--- config.mk ---
export PLATFORM = sky130hd
export DESIGN_NAME = button_debounce_pio
export DESIGN_NICKNAME = d
export VERILOG_FILES = /design/src/rtl/button_debounce_pio.sv
export SDC_FILE = /design/constraint.sdc
export NUM_CORES = 1
export LEC_CHECK = 0
export CAP_MARGIN = 20
export CORE_ASPECT_RATIO = 1.5
export CORE_MARGIN = 2
export CORE_UTILIZATION = 52
export CTS_BUF_LIST = sky130_fd_sc_hd__clkbuf_4 sky130_fd_sc_hd__clkbuf_8 sky130_fd_sc_hd__clkbuf_16
export CTS_CLUSTER_SIZE = 24
export DETAILED_ROUTE_END_ITERATION = 7
export GPL_ROUTABILITY_DRIVEN = 0
export HOLD_SLACK_MARGIN = 0.05
export PLACE_DENSITY = 0.77
export SLEW_MARGIN = 40
export SYNTH_ARGS = -nofsm -noshare
export SYNTH_HDL_FRONTEND = slang
export SYNTH_SLANG_ARGS = --single-unit
--- constraint.sdc ---
create_clock -name clk -period 5.3 [get_ports clk]
set_clock_uncertainty 0.05 [all_clocks]
set_input_delay 1.06 -clock clk [delete_from_list [all_inputs] [get_ports clk]]
set_output_delay 1.06 -clock clk [all_outputs]
set_load 0.02 [all_outputs]
--- src/rtl/button_debounce_pio.sv ---
// Avalon-MM input PIO for active-low push-buttons: 2-flop sync, per-bit debounce,
// sticky edge capture and maskable irq. Define BUTTON_PIO_BOTH_EDGES_EN to capture release edges too.
module button_debounce_pio #(
  parameter int WIDTH           = 4,
  parameter int DEBOUNCE_CYCLES = 500000,
  parameter int CNT_W           = 20
) (
  input  logic             clk,
  input  logic             reset,
  input  logic [WIDTH-1:0] in_port,
  input  logic [1:0]       address,
  input  logic             chipselect,
  input  logic             write_n,
  input  logic [31:0]      writedata,
  output logic [31:0]      readdata,
  output logic             irq
);

  localparam logic [CNT_W-1:0] CNT_LAST = CNT_W'(DEBOUNCE_CYCLES - 1);

  logic [WIDTH-1:0]            sync1_q, sync1_d;
  logic [WIDTH-1:0]            sync2_q, sync2_d;
  logic [WIDTH-1:0]            stable_q, stable_d;
  logic [WIDTH-1:0]            stable_dly_q, stable_dly_d;
  logic [WIDTH-1:0][CNT_W-1:0] cnt_q, cnt_d;
  logic [WIDTH-1:0]            irqmask_q, irqmask_d;
  logic [WIDTH-1:0]            edgecap_q, edgecap_d;
  logic [31:0]                 readdata_q, readdata_d;
  logic                        irq_q, irq_d;

  logic             wr_en;
  logic             rd_en;
  logic [WIDTH-1:0] edge_set;
  logic [WIDTH-1:0] ec_clr;
  logic             unused_wdata;

  assign wr_en        = chipselect & ~write_n;
  assign rd_en        = chipselect & write_n;
  assign unused_wdata = ^writedata;

`ifdef BUTTON_PIO_BOTH_EDGES_EN
  assign edge_set = stable_dly_q ^ stable_q;
`else
  assign edge_set = stable_dly_q & ~stable_q;
`endif

  assign ec_clr = (wr_en && address == 2'd3) ? writedata[WIDTH-1:0] : '0;

  always_comb begin
    sync1_d      = in_port;
    sync2_d      = sync1_q;
    stable_d     = stable_q;
    stable_dly_d = stable_q;
    cnt_d        = cnt_q;
    // A bit's counter only runs while the synced level disagrees with the accepted one.
    for (int i = 0; i < WIDTH; i++) begin
      if (sync2_q[i] == stable_q[i]) begin
        cnt_d[i] = '0;
      end else if (cnt_q[i] == CNT_LAST) begin
        stable_d[i] = sync2_q[i];
        cnt_d[i]    = '0;
      end else begin
        cnt_d[i] = cnt_q[i] + CNT_W'(1);
      end
    end

    // Set dominates clear so a press coinciding with a W1C is not lost.
    edgecap_d = (edgecap_q & ~ec_clr) | edge_set;
    irqmask_d = (wr_en && address == 2'd2) ? writedata[WIDTH-1:0] : irqmask_q;
    irq_d     = |(edgecap_q & irqmask_q);

    readdata_d = 32'd0;
    if (rd_en) begin
      case (address)
        2'd0:    readdata_d = 32'(stable_q);
        2'd2:    readdata_d = 32'(irqmask_q);
        2'd3:    readdata_d = 32'(edgecap_q);
        default: readdata_d = 32'd0;
      endcase
    end
  end

  always_ff @(posedge clk or posedge reset) begin
    if (reset) begin
      sync1_q      <= '1;
      sync2_q      <= '1;
      stable_q     <= '1;
      stable_dly_q <= '1;
      cnt_q        <= '0;
      irqmask_q    <= '0;
      edgecap_q    <= '0;
      readdata_q   <= 32'd0;
      irq_q        <= 1'b0;
    end else begin
      sync1_q      <= sync1_d;
      sync2_q      <= sync2_d;
      stable_q     <= stable_d;
      stable_dly_q <= stable_dly_d;
      cnt_q        <= cnt_d;
      irqmask_q    <= irqmask_d;
      edgecap_q    <= edgecap_d;
      readdata_q   <= readdata_d;
      irq_q        <= irq_d;
    end
  end

  assign readdata = readdata_q;
  assign irq      = irq_q;

endmodule

==> impl_metrics.tcl <==
set metrics [dict create \
    post_cts_buffers 0 \
    cts_buffer_depth 2 \
    ys_warn_count 0 \
    rrSetupSlack_ns 2.99 \
    synthMuxAreaShare_pct 3.25 \
    port_buffers 18 \
    ctsResizeCount 0 \
    met2_length_um 5080 \
    cp-start-kind "primary input" \
    synth_area_leaders "dfrtp_1 43%, dfstp_2 7.8%, xnor2_1 7.3%, nor2_1 4.8%, buf_4 3.9%" \
    p_sw_share_pct 21.5 \
    grt_antenna_before_repair 0 \
    finalSetupTns_ns 0 \
    ant_nets 0 \
    slew_viol_final 0 \
    crit_type "in -> reg" \
    drt-met1-wl_um 4140 \
    core_mm2 0.0101 \
    highest_layer "met4" \
    required_ns 5.48 \
    switching_power_uw 388 \
    register_area_mm2 0.00275 \
    critPathCaptureType "register" \
    synth_xor_area_share_pct 10.1 \
    clock-root-buffer "clkbuf_16" \
    fin_area_mm2 0.00594 \
    irDropWorstVdd_v 0.000154 \
    seq_area_frac_synth_pct 50.9 \
    viasPerCell 5.62 \
    synth_simple_gate_area_share_pct 23.8 \
    numCtsBuffers 9 \
    period_needed_ns 2.44 \
    floorplan.die_area_mm2 0.0112 \
    multi_input_area_mm2 0.00242 \
    drc_errors 0 \
    die_x_um 87.2 \
    yosysUniqueCellTypes 49 \
    power.density_mw_per_mm2 303 \
    cap_violations 0 \
    synth-edff-count 0 \
    grt_max_degree 87 \
    place_hpwl_um 6730 \
    cp-startpoint "address[1]" \
    p_leak_nw 2.32 \
    synth_top_family_by_area "simple AND/OR/NAND/NOR gates" \
    outcome "completed" \
    cts_tree "yes" \
    numClockSinks 109 \
    vias 3749 \
    syn2layout_area_growth_pct 10.0 \
    drive_gt1_share_pct 12.0 \
    drt_wl_total_um 9810 \
    clockPowerShare_pct 44.6 \
    layout_common_cells "93 x dfrtp_1, 69 x nor2_1, 45 x xnor2_1" \
    rows 45 \
    finalNetCount 591 \
    placed_area_mm2 0.00557 \
    worst_pin_slew_ns 0.734 \
    internal_power_mw 1.41 \
    grt_pass1_vias 3712 \
    n_fill_cell 861 \
    synth_top_area_share_pct 43.1 \
    drtPass1Iterations 4 \
    syn_area_per_cell_um2 10.2 \
    track_usage_pct 19.0 \
    seq_power_share_pct 49.1 \
    fmax_mhz 410 \
    synth-compound-area-share_pct 4.59 \
    grt_first_pass_wirelength_um 16900 \
    wire_per_inst_um 14.7 \
    drtIter0Drc 207 \
    setup_viol 0 \
    synth_seq_cells 109 \
    ctsHoldBuffers 0 \
    wl_met3_um 383 \
    netlist_instances 528 \
    yosys.area.top_type "dfrtp_1" \
    r2r_end "cnt_q[76]" \
    io_pins 75 \
    hold_class "reg -> reg" \
    critical_path_arrival_ns 2.61 \
    crit_end "irqmask_q[2]" \
    synth_adder_area_share_pct 0.928 \
    p_comb_share_pct 6.4 \
    grt_overflow_total 0 \
    timing.rr.start "cnt_q[60]" \
    die_y_um 129 \
    clk_latency_ns 0.35 \
    rsz0062_at_grt "no" \
    clk_pin_slew_ns 0.06 \
    max-slew-margin-rel_pct 51.1 \
    final_common_cell "dfrtp_1" \
    whs_ns 0.306 \
    fin_cells 667 \
    start_util_pct 53.2 \
    syn-cell-area_mm2 0.00540 \
    antenna_cells 0 \
    crit_fanout 8 \
    ys.flop_type "dfrtp_1" \
    dp.cells 651 \
    htree_levels 3 \
    finalHoldViolations 0 \
    async_flop_share_pct 100 \
    r2r_cells 5 \
    finalCritPeriodShare_pct 46.0 \
]
==> how the worst min path moves through the flow <==
stage / from / to / slack (ns) / cells after the start
6_report: sync1_q[0] / sync2_q[0] / 0.31 / 0
5_1_grt: sync1_q[0] / sync2_q[0] / 0.31 / 0
4_1_cts: sync1_q[0] / sync2_q[0] / 0.31 / 0
3_5_place_dp: sync1_q[0] / sync2_q[0] / 0.30 / 0
3_3_place_gp: sync1_q[2] / sync2_q[2] / 0.30 / 0
2_1_floorplan: sync1_q[0] / sync2_q[0] / 0.30 / 0
==> kinds of logic (layout without fill, tap and decap cells) <==
kind of cell | count (synthesis) | in the layout
xor gates and xnor gates | 62 | 62
muxes | 16 | 16
AOI/OAI and AO/OA | 38 | 38
DFF | 109 | 109
buffers and inverters | 58 | 53
and+or+nand+nor | 240 | 240
adders and majority gates | 4 | 4
other | 1 | 28
==> power groups by stage <==
stage	combinational (mW)	clock, mW	sequential [mW]
floorplan	0.0964	0	0.896
global route	0.129	0.846	0.887
global placement	0.112	0	0.897
finish	0.114	0.802	0.882
CTS	0.116	0.819	0.883
detailed placement	0.116	0	0.898
==> layer usage <==
metal,global-route usage (%),up-vias
li1,-,1822
met1,22.9,1834
met2,31.9,74
met3,4.23,19
met4,8.96,0
met5,0,-
==> sequential cells by signal, summed over array words and instances (netlist names) <==
name          cells
cnt_q            80
edgecap_q         4
irq               1
irqmask_q         4
readdata          4
stable_dly_d      4
stable_dly_q      4
sync1_q           4
sync2_q           4
==> area by class of cell <==
type	instances	share of cell area, %
clock buffer	9	3.79
clock inverter	7	2.32
inverter	18	1.26
multi-input combinational	388	40.7
sequential	109	46.3
tap	117	2.47
timing repair buffer	19	3.16
==> metrics by stage <==
step	total power, mW	util (%)	worst slack (ns)
global route	1.86	58.6	2.79
floorplan	0.993	-	1.34
detailed placement	1.01	55.0	2.51
global placement	1.01	54.8	2.53
finish	1.80	58.6	2.86
CTS	1.82	58.6	2.87
==> cells in the mapped netlist (4+ instances only) <==
library cell,count
a21oi_1,12
a22oi_1,6
and4_1,5
buf_2,8
buf_4,28
dfrtp_1,93
dfstp_2,16
ha_1,4
inv_1,18
mux2_2,10
mux2i_1,4
nand2_1,29
nand3_1,26
nand4_1,31
nor2_1,69
nor2_2,10
nor3_1,15
nor4_1,17
o21ai_0,10
or3_1,9
or4_1,5
xnor2_1,45
xor2_1,17
==> critical path, cell delays in order <==
cell             delay, ns
clkdlybuf4s50_1       0.61
nand2_1               0.08
nor3_1                0.47
mux2_2                0.40
No activity file was read; power rests on OpenSTA's default activity.
